$ cat src/rtl/cat_move_ctrl.sv
// cat_move_ctrl: picks the cat's next cell on the offset-row hex board.
// It reads the six neighbours one at a time from a synchronous board RAM and
// keeps the free neighbour closest to the board edge. If the cat already sits
// on the border it reports Escaped. If every neighbour is blocked it reports
// Trapped.
module cat_move_ctrl #(
   parameter int GRID_W  = 11,
   parameter int GRID_H  = 11,
   parameter int COORD_W = 4,
   parameter int ADDR_W  = 7
) (
   input  logic               ClkPort,
   input  logic               Reset_n,
   input  logic               MoveStart,
   input  logic [COORD_W-1:0] CatRow,
   input  logic [COORD_W-1:0] CatCol,
   output logic               BoardRdEn,
   output logic [ADDR_W-1:0]  BoardAddr,
   input  logic               BoardRdData,
   output logic               Busy,
   output logic               MoveDone,
   output logic [COORD_W-1:0] NextRow,
   output logic [COORD_W-1:0] NextCol,
   output logic               Escaped,
   output logic               Trapped
);

   // Each neighbour k gets one read cycle (RD) and one evaluate cycle (EV).
   // idx_q selects which neighbour is being read or evaluated.
   typedef enum logic [2:0] {IDLE, CHECK, RD, EV, DONE} state_e;

   localparam logic [COORD_W-1:0] ONE      = COORD_W'(1);
   localparam logic [COORD_W-1:0] LAST_ROW = COORD_W'(GRID_H - 1);
   localparam logic [COORD_W-1:0] LAST_COL = COORD_W'(GRID_W - 1);
   localparam logic [2:0]         LAST_NBR = 3'd5;

   // Neighbour k of (r,c), returned as {row,col}. Odd rows are shifted right,
   // so the diagonal columns depend on the row parity.
   function automatic logic [2*COORD_W-1:0] nbrOf(input logic [COORD_W-1:0] r,
                                                  input logic [COORD_W-1:0] c,
                                                  input logic [2:0] k);
      logic [COORD_W-1:0] nr;
      logic [COORD_W-1:0] nc;
      nr = r;
      nc = c;
      case (k)
         3'd0: nc = c + ONE;
         3'd1: nc = c - ONE;
         3'd2: begin nr = r - ONE; nc = r[0] ? c + ONE : c;       end
         3'd3: begin nr = r - ONE; nc = r[0] ? c       : c - ONE; end
         3'd4: begin nr = r + ONE; nc = r[0] ? c + ONE : c;       end
         3'd5: begin nr = r + ONE; nc = r[0] ? c       : c - ONE; end
         default: ;
      endcase
      return {nr, nc};
   endfunction

   // Distance to the nearest board edge. Smaller values are closer to escape.
   function automatic logic [COORD_W-1:0] edgeDist(input logic [COORD_W-1:0] r,
                                                   input logic [COORD_W-1:0] c);
      logic [COORD_W-1:0] d;
      d = r;
      if (LAST_ROW - r < d) d = LAST_ROW - r;
      if (c < d)            d = c;
      if (LAST_COL - c < d) d = LAST_COL - c;
      return d;
   endfunction

   function automatic logic [ADDR_W-1:0] addrOf(input logic [COORD_W-1:0] r,
                                                input logic [COORD_W-1:0] c);
      return ADDR_W'(r) * ADDR_W'(GRID_W) + ADDR_W'(c);
   endfunction

   state_e             state_q,     state_d;
   logic [2:0]         idx_q,       idx_d;
   logic [COORD_W-1:0] catRow_q,    catRow_d;
   logic [COORD_W-1:0] catCol_q,    catCol_d;
   logic [COORD_W-1:0] bestRow_q,   bestRow_d;
   logic [COORD_W-1:0] bestCol_q,   bestCol_d;
   logic [COORD_W-1:0] bestScore_q, bestScore_d;
   logic               found_q,     found_d;
   logic [ADDR_W-1:0]  addr_q,      addr_d;
   logic [COORD_W-1:0] nextRow_q,   nextRow_d;
   logic [COORD_W-1:0] nextCol_q,   nextCol_d;
   logic               escaped_q,   escaped_d;
   logic               trapped_q,   trapped_d;

   logic [2:0]           nxtIdx;
   logic [2*COORD_W-1:0] curNbr;
   logic [2*COORD_W-1:0] nxtNbr;
   logic [COORD_W-1:0]   curScore;
   logic                 catOnEdge;

   // State and datapath registers; reset aborts any search in progress.
   always_ff @(posedge ClkPort or negedge Reset_n) begin
      if (!Reset_n) begin
         state_q     <= IDLE;
         idx_q       <= '0;
         catRow_q    <= '0;
         catCol_q    <= '0;
         bestRow_q   <= '0;
         bestCol_q   <= '0;
         bestScore_q <= '0;
         found_q     <= 1'b0;
         addr_q      <= '0;
         nextRow_q   <= '0;
         nextCol_q   <= '0;
         escaped_q   <= 1'b0;
         trapped_q   <= 1'b0;
      end else begin
         state_q     <= state_d;
         idx_q       <= idx_d;
         catRow_q    <= catRow_d;
         catCol_q    <= catCol_d;
         bestRow_q   <= bestRow_d;
         bestCol_q   <= bestCol_d;
         bestScore_q <= bestScore_d;
         found_q     <= found_d;
         addr_q      <= addr_d;
         nextRow_q   <= nextRow_d;
         nextCol_q   <= nextCol_d;
         escaped_q   <= escaped_d;
         trapped_q   <= trapped_d;
      end
   end

   // Next-state logic: walk the six neighbours and keep the best free one.
   // Ties keep the lowest k because only a strictly lower score replaces it.
   always_comb begin
      state_d     = state_q;
      idx_d       = idx_q;
      catRow_d    = catRow_q;
      catCol_d    = catCol_q;
      bestRow_d   = bestRow_q;
      bestCol_d   = bestCol_q;
      bestScore_d = bestScore_q;
      found_d     = found_q;
      addr_d      = addr_q;
      nextRow_d   = nextRow_q;
      nextCol_d   = nextCol_q;
      escaped_d   = escaped_q;
      trapped_d   = trapped_q;

      nxtIdx    = (state_q == CHECK) ? 3'd0 : idx_q + 3'd1;
      curNbr    = nbrOf(catRow_q, catCol_q, idx_q);
      nxtNbr    = nbrOf(catRow_q, catCol_q, nxtIdx);
      curScore  = edgeDist(curNbr[2*COORD_W-1:COORD_W], curNbr[COORD_W-1:0]);
      catOnEdge = (catRow_q == '0) || (catCol_q == '0) ||
                  (catRow_q >= LAST_ROW) || (catCol_q >= LAST_COL);

      case (state_q)
         IDLE: begin
            if (MoveStart) begin
               catRow_d    = CatRow;
               catCol_d    = CatCol;
               escaped_d   = 1'b0;
               trapped_d   = 1'b0;
               found_d     = 1'b0;
               bestScore_d = '0;
               bestRow_d   = '0;
               bestCol_d   = '0;
               idx_d       = '0;
               state_d     = CHECK;
            end
         end
         CHECK: begin
            if (catOnEdge) begin
               escaped_d = 1'b1;
               nextRow_d = catRow_q;
               nextCol_d = catCol_q;
               state_d   = DONE;
            end else begin
               idx_d   = nxtIdx;
               addr_d  = addrOf(nxtNbr[2*COORD_W-1:COORD_W], nxtNbr[COORD_W-1:0]);
               state_d = RD;
            end
         end
         RD: begin
            state_d = EV;
         end
         EV: begin
            if (!BoardRdData && (!found_q || (curScore < bestScore_q))) begin
               found_d     = 1'b1;
               bestRow_d   = curNbr[2*COORD_W-1:COORD_W];
               bestCol_d   = curNbr[COORD_W-1:0];
               bestScore_d = curScore;
            end
            if (idx_q == LAST_NBR) begin
               state_d = DONE;
               if (found_d) begin
                  nextRow_d = bestRow_d;
                  nextCol_d = bestCol_d;
               end else begin
                  trapped_d = 1'b1;
                  nextRow_d = catRow_q;
                  nextCol_d = catCol_q;
               end
            end else begin
               idx_d   = nxtIdx;
               addr_d  = addrOf(nxtNbr[2*COORD_W-1:COORD_W], nxtNbr[COORD_W-1:0]);
               state_d = RD;
            end
         end
         DONE: begin
            state_d = IDLE;
         end
         default: begin
            state_d = IDLE;
         end
      endcase
   end

   assign Busy      = (state_q != IDLE);
   assign MoveDone  = (state_q == DONE);
   assign BoardRdEn = (state_q == RD);
   assign BoardAddr = addr_q;
   assign NextRow   = nextRow_q;
   assign NextCol   = nextCol_q;
   assign Escaped   = escaped_q;
   assign Trapped   = trapped_q;

endmodule

$ cat config.mk
export PLATFORM = sky130hd
export DESIGN_NAME = cat_move_ctrl
export DESIGN_NICKNAME = d
export VERILOG_FILES = /design/src/rtl/cat_move_ctrl.sv
export SDC_FILE = /design/constraint.sdc
export NUM_CORES = 1
export LEC_CHECK = 0
export BUFFER_PORTS_ARGS = -buffer_cell sky130_fd_sc_hd__clkbuf_2
export CAP_MARGIN = 20
export CORE_MARGIN = 2
export CORE_UTILIZATION = 25
export DETAILED_ROUTE_END_ITERATION = 6
export PLACE_DENSITY = 0.49
export RECOVER_POWER = 25
export SLEW_MARGIN = 10
export SYNTH_ARGS = -nofsm -noshare
export SYNTH_HDL_FRONTEND = slang
export SYNTH_SLANG_ARGS = --single-unit
$ cat constraint.sdc
create_clock -name ClkPort -period 7.38 [get_ports ClkPort]
set_clock_uncertainty 0.1 [all_clocks]
set_input_delay 0.738 -clock ClkPort [delete_from_list [all_inputs] [get_ports ClkPort]]
set_output_delay 0.738 -clock ClkPort [all_outputs]
set_load 0.005 [all_outputs]
==> results.md, run 1 <==
- Die Wd: 132 um
- Hold Fails Final Rpt: 0
- Setup-failing EPs final: 0
- CTS tree: yes
- Asr flop ratio synth: 100%
- DRC Markers: 0
- # rows: 46
- Failing checks: capacitance limit, slew limit
- Post-Syn Nets: 560
- Met1 WL: 5620 um
- Kind of critical path: register to register
- H-tree levels: 2
- Grt total ovfl: 0
- Sequential cell area: 0.00110 mm2
- Data arrival, critical path: 6.82 ns
- Clk buf depth: 2
- Most frequent cells in the layout: 48 x a21oi_1, 44 x dfrtp_1, 42 x nor2_1, 42 x ha_1, 37 x o21ai_0
- Vias: 3,679
- Antenna diodes: 0
- Crit path time final: 6.73 ns
- GRT Total Usage: 13.5%
- Area grow syn2layout: 15.1%
- Area taken by multi-input logic gates: 0.00273 mm2
- Antenna violations before repair: 0
- Worst-Skew Late Latency: 0.30 ns
- Final Cycle Share: 91.2%
- Gp weighted congestion: 0.847
- Synth Cell Area: 0.00410 mm2
- First-pass GRT wire length: 19,000 um
- Clock transition at path regs: 0.07 ns
- Clk root buf: clkbuf_16
- Hold WC Path Type: register to register
- Vias in the first global route: 3,496
- Filler instances: 1,729
- Final setup margin: 0.650 ns
- Post-layout nets: 588
- Critical Path RT: 7.47 ns
- Vias per inst: 4.93
- TritonCTS buffer count: 5
- Top Layer Used: met4
- Clock Sinks: 44
- CP max-delay cell: dfrtp_1
- Port Buffer Count: 31
- Core box area: 0.0159 mm2
- Commonest non-fill, non-tap cell in the layout: a21oi_1
- Largest net degree at the start of global routing: 45
- Fmax: 0.149 GHz
- Post-Syn Instances: 501
- Inst Count DP: 737
- Metal2 WL: 5240 um
- Worst Max-Slew Pin Slew: 2.67 ns
- Outcome: finished with violations
- Synth area leader: dfrtp_1
- Yosys reg bits: 44
- Die Height: 132 um
- Hold-fix buffer count after cts: 0
- Post-synth EDFFs: 0
- Most used cell, CP: ha_1
- Main flop type after synthesis: dfrtp_1
- Layout Cells excl Fill: 746
- DRT iter0 DRCs: 273
- Drt first pass iters: 5
- Final HPWL DP: 8690 um
- Fin Hold WS: 0.381 ns
- Dpl ws: -0.00764 ns
- WL final: 11,500 um
- Yosys warns: 0
- Worst-path maximum fanout: 13
- Dominant cells by area after synthesis: dfrtp_1 27%, ha_1 13%, a21oi_1 5.9%, o21ai_0 4.8%, nor2_1 3.8%
- # IOs: 32
- Routed met3 length: 474 um
- Register area share after synthesis: 26.9%
- Synth Area per Inst: 8.18 um2
- Layout cells sized above 1: 16.4%
- Setup Total Neg Slack: 0 ns
- Die Footprint: 0.0174 mm2
- Synth unique cells: 60
- WL/cell: 15.4 um
- Max incr delay on CP: 0.41 ns
- Max Cap Violations: 1
- Final Max Slew Viols: 45
- Crit. End Element: register
- DRT antenna net count: 0
- Slew margin rel.: -77.9%
- Startpoint type of the worst setup path: register
- Starting Density: 25.7%
- Area share of the largest cell type after synthesis: 26.9%
logic make-up (layout without fill, tap and decap cells):
kind of cell             after synthesis  after routing  share of synthesized area [%]
flip-flops                            44             44                           26.9
adder cells (fa/ha/maj)               47             47                           14.9
AND/OR/NAND/NOR                      141            141                           16.0
buffers and inverters                 67             96                           7.02
XOR/XNOR                              18             18                           3.85
AO/OA/AOI/OAI                        161            161                           25.1
multiplexers                          23             23                           6.29
layer usage:
| layer | global-route usage, % | vias up |
|---|---|---|
| met3 | 1.15 | 11 |
| met2 | 22.1 | 110 |
| met4 | 3.32 | 0 |
| li1 | - | 1837 |
| met5 | 0 | - |
| met1 | 19.1 | 1721 |
synth_stat cells (all sizes together), types with 4 or more instances:
library cell  number
a21o               5
a21oi             49
a221oi             7
and3               5
buf               12
clkbuf            19
dfrtp             44
ha                44
inv               36
mux2              13
mux2i             10
nand2             36
nand2b             6
nand3             21
nor2              42
nor2b             10
nor3               9
o211ai             5
o21ai             51
o21bai             6
o22ai              9
o31ai              4
xnor2             10
xor2               8
critical path: cells and delay by family, from the launching register on:
kind                       cells  cell delay (ns)
xor gates and xnor gates       1             0.18
buffers and inverters          3             0.43
and+or+nand+nor                6             0.81
adders and majority gates      6             1.54
muxes                          3             0.93
AOI/OAI and AO/OA             12             2.22
DFF                            1             0.41
timing repair:
item,in CTS,in global routing
setup buffers,0,1
gates cloned,0,0
endpoints found under the setup margin,2,20
gates resized for setup,1,8
per-stage QoR:
stage	area, um2	utilization, %
after global placement	4520	28.4
after CTS	4690	29.4
final	4720	29.6
after floorplan	4100	-
after global routing	4720	29.6
after detailed placement	4520	28.4
flip-flops by register name (all words and copies together), names as in the netlist:
signal       cells
BoardAddr        7
NextCol          4
NextRow          4
bestCol_q        4
bestRow_q        4
bestScore_q      4
catCol_q         4
catRow_q         4
idx_q            3
state_q          3
Escaped          1
Trapped          1
found_q          1
worst paths after layout:
kind,startpoint,end,slack [ns],cells past startpoint
worst min-delay path,BoardAddr[6],BoardAddr[6],0.38,2
min in group asynchronous,Reset_n,NextCol[1],1.28,2
worst max register to register,idx_q[0],NextRow[0],0.65,31
worst min register to register,BoardAddr[6],BoardAddr[6],0.38,2
worst max-delay path,idx_q[0],NextRow[0],0.65,31
max in group asynchronous,Reset_n,BoardAddr[6],4.40,2
final cells by class:
class / instances / area share, %
Clock buffer: 5 / 2.65
Inverter: 36 / 2.86
Timing Repair Buffer: 52 / 6.55
Tap cell: 216 / 5.73
Multi-Input combinational cell: 390 / 57.9
Sequential cell: 44 / 23.3
Clock inverter: 3 / 0.981
Power of run 1 is left out: the tool's default activity adds up to more than one toggle a clock period on the data nets, which glitch-free logic cannot reach.
==> run 2, diff against run 1 <==
CORE_UTILIZATION = 50   (was 25)
PLACE_DENSITY = 0.79   (was 0.49)
==> run 2 against run 1 <==
Net effect: the flow still finishes with violations (capacitance limit, slew limit); count of clock-buffer cells in the layout unchanged; non-clock buffer count unchanged; critical path depth decreased by 1; critical endpoint is now bestScore_q[2]; largest cell class unchanged; highest routed layer unchanged.
==> results.md, run 2 (synthesis results as in run 1) <==
- Outcome: finished with violations
- Failing checks: capacitance limit, slew limit
- Final HPWL DP: 8020 um (-7.7%)
- CP Buf/Inv Count: 2 (-1)
- Vias per inst: 6.05 (+23%)
- Max incr delay on CP: 0.43 ns (+0.02 ns)
- Die Height: 94.5 um (-28%)
- Final Cycle Share: 93.4% (+2.2 points)
- Gp weighted congestion: 0.933 (+10%)
- CP max-delay cell: dfrtp_1
- Max reg flops: 7 (unchanged)
- Fmax: 0.145 GHz (-2.3%)
- Critical Path RT: 7.49 ns (+0.02 ns)
- Drt first pass iters: 5 (unchanged)
- First-pass GRT wire length: 17,600 um (-7.2%)
- Worst-Skew Late Latency: 0.31 ns (about the same)
- Crit. End Element: register
- Core box area: 0.00809 mm2 (-49%)
- Antenna diodes: 0 (unchanged)
- Fin Hold WS: 0.240 ns (-0.141 ns)
- DRT antenna net count: 0 (unchanged)
- DRT iter0 DRCs: 291 (+6.6%)
- Setup-failing EPs final: 0 (unchanged)
- Dpl ws: -0.152 ns (-0.144 ns)
- Clk root buf: clkbuf_8
- RSZ-0062 raised after global routing: no
- DRC Markers: 0 (unchanged)
- Most used cell, CP: ha_1
- Clock Sinks: 44 (unchanged)
- Hold WC Path Type: primary input to asynchronous set/reset pin
- GRT Total Usage: 25.0% (+12 points)
- Vias: 3,845 (+4.5%)
- WL/cell: 16.9 um (+10%)
- Max Cap Violations: 1 (unchanged)
- Worst Max-Slew Pin Slew: 1.96 ns (-0.704 ns)
- Grt total ovfl: 0 (unchanged)
- Clk buf depth: 2 (unchanged)
- Worst-path maximum fanout: 12 (-1)
- # IOs: 32 (unchanged)
- Layout cells sized above 1: 16.2% (-0.22 points)
- Port Buffer Count: 31 (unchanged)
- TritonCTS buffer count: 5 (unchanged)
- H-tree levels: 2 (unchanged)
- Post-route cell area: 0.00453 mm2 (-4.1%)
- Antenna violations before repair: 0 (unchanged)
- Slew margin rel.: -31.0% (+47 points)
- Hold Fails Final Rpt: 0 (unchanged)
- Largest net degree at the start of global routing: 45 (unchanged)
- Vias in the first global route: 3,687 (+5.5%)
- Worst path top cell family by delay: compound AO/OA/AOI/OAI gates
- CTS tree: yes
- Die Footprint: 0.00894 mm2 (-49%)
- Startpoint type of the worst setup path: register
- Most frequent cells in the layout: 46 x a21oi_1, 44 x dfrtp_1, 44 x ha_1, 42 x nor2_1, 37 x o21ai_0
- Commonest non-fill, non-tap cell in the layout: a21oi_1
- Area post-placement: 0.00437 mm2 (-3.4%)
- Die Wd: 94.5 um (-28%)
- Data arrival, critical path: 7.00 ns (+0.18 ns)
- WL final: 10,800 um (-6.1%)
- Hold-fix buffer count after cts: 0 (unchanged)
- Post-layout nets: 589 (+0.17%)
- Area grow syn2layout: 10.4%
- Crit path time final: 6.89 ns (+0.160 ns)
- Clock transition at path regs: 0.10 ns (+0.03 ns)
- Starting Density: 50.6% (+25 points)
- # rows: 33 (-28%)
- Final setup margin: 0.490 ns (-0.160 ns)
- Kind of critical path: register to register
- Final Max Slew Viols: 37 (-18%)
## run 2: changes by cell type in the layout (fill, tap and decap cells not counted), moves of 2 or more
cell / delta
a21oi_1: -2
a21oi_2: +2
clkbuf_16: -5
ha_2: -2
clkbuf_8: +5
ha_1: +2
## run 2: per-layer routing
layer,global-route usage (%),vias to the layer above,wire length (um)
li1,-,1837,-
met5,0,-,0
met3,3.99,31,750
met2,40.5,162,5030
met4,10.4,0,359
met1,33.1,1815,4640
## run 2: area by class of cell
type | count | area (um2)
Clock inverter | 3 | 46.3
Timing Repair Buffer | 52 | 308
Fill cell | 740 | 3570
Clock buffer | 5 | 68.8
Sequential cell | 44 | 1100
Multi-Input combinational cell | 391 | 2740
Tap cell | 105 | 131
Inverter | 36 | 135
## run 2: timing repair
action,in CTS,in global routing
gates resized for setup,2,6
pin swaps,0,2
endpoints found under the setup margin,12,20
buffers inserted,0,2
cloned,0,1
## run 2: path summary, 6_finish.rpt
kind	to	cells past startpoint	slack [ns]	startpoint
worst max-delay path	bestScore_q[2]	30	0.49	idx_q[0]
worst min-delay path	BoardAddr[0]	1	0.24	Reset_n
worst max register to register	bestScore_q[2]	30	0.49	idx_q[0]
worst min register to register	BoardAddr[5]	2	0.39	BoardAddr[5]
max in group asynchronous	bestScore_q[0]	2	4.76	Reset_n
min in group ClkPort	BoardAddr[5]	2	0.39	BoardAddr[5]
## run 2: through the flow
stage	instances	utilization, %	TNS, ns
2_1_floorplan	501	-	0
3_3_place_gp	624	54.0	0
3_5_place_dp	624	54.0	-0.741
4_1_cts	632	55.4	0
5_1_grt	636	55.9	0
6_report	636	55.9	0
Power of run 2 is left out for the same reason.
==> run 3, diff against run 2 <==
--- a/config.mk
+++ b/config.mk
@@ -8,8 +8,10 @@
 export BUFFER_PORTS_ARGS = -buffer_cell sky130_fd_sc_hd__clkbuf_2
 export CAP_MARGIN = 20
+export CELL_PAD_IN_SITES_DETAIL_PLACEMENT = 0
+export CELL_PAD_IN_SITES_GLOBAL_PLACEMENT = 1
 export CORE_MARGIN = 2
-export CORE_UTILIZATION = 50
+export CORE_UTILIZATION = 42
 export DETAILED_ROUTE_END_ITERATION = 6
-export PLACE_DENSITY = 0.79
+export PLACE_DENSITY = 0.86
 export RECOVER_POWER = 25
 export SLEW_MARGIN = 10
--- a/constraint.sdc
+++ b/constraint.sdc
@@ -3,3 +3,3 @@
 set_input_delay 0.738 -clock ClkPort [delete_from_list [all_inputs] [get_ports ClkPort]]
 set_output_delay 0.738 -clock ClkPort [all_outputs]
-set_load 0.005 [all_outputs]
+set_load 0.02 [all_outputs]
==> run 3 against run 2 <==
Net effect: cell count grew 3.9%; non-clock buffer count shrank 1; utilization shrank 8.5 points; largest cell class unchanged; critical endpoint is now NextRow[0]; fmax shrank 1.3%; highest routed layer unchanged; the run still ends with capacitance limit, slew limit left.
==> results.md, run 3 (synthesis results as in run 1) <==
- Outcome: finished with violations
- Failing checks: capacitance limit, slew limit
- Kind of critical path: register to register
- Max incr delay on CP: 0.46 ns (+0.03 ns)
- First-pass GRT wire length: 17,300 um (-1.8%)
- TritonCTS buffer count: 5 (unchanged)
- Top Layer Used: met4
- Startpoint type of the worst setup path: register
- Starting Density: 42.5% (-8.1 points)
- Routed met3 length: 455 um (-39%)
- Clk buf depth: 2 (unchanged)
- Most used cell, CP: ha_1
- Grt total ovfl: 0 (unchanged)
- DRC Markers: 0 (unchanged)
- H-tree levels: 2 (unchanged)
- Crit. End Element: register
- Setup Total Neg Slack: 0 ns (unchanged)
- Port Buffer Count: 31 (unchanged)
- Setup-failing EPs final: 0 (unchanged)
- CTS tree: yes
- Dpl ws: -0.0436 ns (+0.108 ns)
- Filler instances: 993 (+34%)
- Area grow syn2layout: 11.5%
- Final design utilization: 47.4% (-8.5 points)
- Die Footprint: 0.0106 mm2 (+18%)
- WL final: 10,900 um (+1.1%)
- Hold Fails Final Rpt: 0 (unchanged)
- Final Max Slew Viols: 45 (+22%)
- GRT Total Usage: 20.9% (-4.0 points)
- Hold-fix buffer count after cts: 0 (unchanged)
- Core box area: 0.00964 mm2 (+19%)
- WL/cell: 16.5 um (-2.7%)
- Drt first pass iters: 5 (unchanged)
- Final Cycle Share: 94.6% (+1.2 points)
- Fmax: 0.143 GHz (-1.3%)
- Vias per inst: 5.69 (-5.9%)
- Critical Path RT: 7.49 ns (about the same)
- Vias in the first global route: 3,511 (-4.8%)
- Vias: 3,760 (-2.2%)
- Clk root buf: clkbuf_8
- Worst-path maximum fanout: 13 (+1)
- Worst-Skew Late Latency: 0.32 ns (about the same)
- Met1 WL: 5010 um (+8.0%)
- DRT iter0 DRCs: 192 (-34%)
- Final HPWL DP: 7840 um (-2.2%)
- Clock Sinks: 44 (unchanged)
- Antenna diodes: 0 (unchanged)
- Final setup margin: 0.399 ns (-0.0912 ns)
- Antenna violations before repair: 0 (unchanged)
- Data arrival, critical path: 7.09 ns (+0.09 ns)
- # rows: 36 (+9.1%)
- Largest net degree at the start of global routing: 45 (unchanged)
- Commonest non-fill, non-tap cell in the layout: a21oi_1
- Metal2 WL: 5170 um (+2.8%)
- Most frequent cells in the layout: 47 x a21oi_1, 43 x dfrtp_1, 42 x nor2_1, 42 x ha_1, 36 x o21ai_0
- Worst path top cell family by delay: compound AO/OA/AOI/OAI gates
- Fin Hold WS: 0.384 ns (+0.144 ns)
- Die Height: 103 um (+8.7%)
- DRT antenna net count: 0 (unchanged)
- CP max-delay cell: o32ai_1
- CP Buf/Inv Count: 3 (+1)
- Worst Max-Slew Pin Slew: 2.48 ns (+0.518 ns)
- # IOs: 32 (unchanged)
- Post-layout nets: 587 (-0.34%)
- Max Cap Violations: 1 (unchanged)
- Slew margin rel.: -65.5% (-35 points)
- Clock transition at path regs: 0.08 ns (-0.02 ns)
- Hold WC Path Type: register to register
- Layout cells sized above 1: 16.7% (+0.47 points)
- Gp weighted congestion: 0.872 (-6.6%)
- Crit path time final: 6.98 ns (+0.0912 ns)
- Max reg flops: 7 (unchanged)
- Die Wd: 103 um (+8.7%)
[run 3: path summary, 6_finish.rpt]
check / slack, ns / to / start / cells after the start
min: 0.38 / NextRow[0] / NextRow[0] / 1
min in group asynchronous: 1.17 / BoardAddr[2] / Reset_n / 2
max reg2reg: 0.40 / NextRow[0] / idx_q[0] / 32
max in group asynchronous: 4.41 / catRow_q[1] / Reset_n / 2
min reg2reg: 0.38 / NextRow[0] / NextRow[0] / 1
max: 0.40 / NextRow[0] / idx_q[0] / 32
[run 3: metrics by stage]
step | instances | cell area (um2)
5_1_grt | 661 | 4570
4_1_cts | 660 | 4540
2_1_floorplan | 501 | 4100
3_5_place_dp | 653 | 4410
6_report | 661 | 4570
3_3_place_gp | 653 | 4410
[run 3: worst reg2reg max path: cells and delay by family (launching register included)]
kind	cells	cell delay, ns
AOI/OAI and AO/OA	15	2.94
adders and majority gates	5	1.18
muxes	3	0.84
and+or+nand+nor	5	0.79
buffers and inverters	3	0.43
DFF	1	0.42
xor gates and xnor gates	1	0.18
[run 3: timing repair]
item,in CTS,in global routing
endpoints found under the setup margin,9,20
gates resized for setup,1,12
pin swaps,0,1
buffers inserted,0,1
cloned,0,0
[run 3: final cells by class]
type / count / area [um2] / share of cell area (%)
Timing Repair Buffer: 51 / 302 / 6.60
Clock inverter: 2 / 60.1 / 1.31
Clock buffer: 5 / 68.8 / 1.51
Inverter: 36 / 135 / 2.96
Multi-Input combinational cell: 390 / 2740 / 59.9
Sequential cell: 44 / 1100 / 24.1
Tap cell: 133 / 166 / 3.64
[run 3: layer usage]
metal	track usage [%]	vias to the layer above
li1	-	1828
met5	0	-
met4	6.98	0
met2	34.1	103
met1	28.6	1810
met3	3.05	19
Power of run 3 is left out for the same reason.
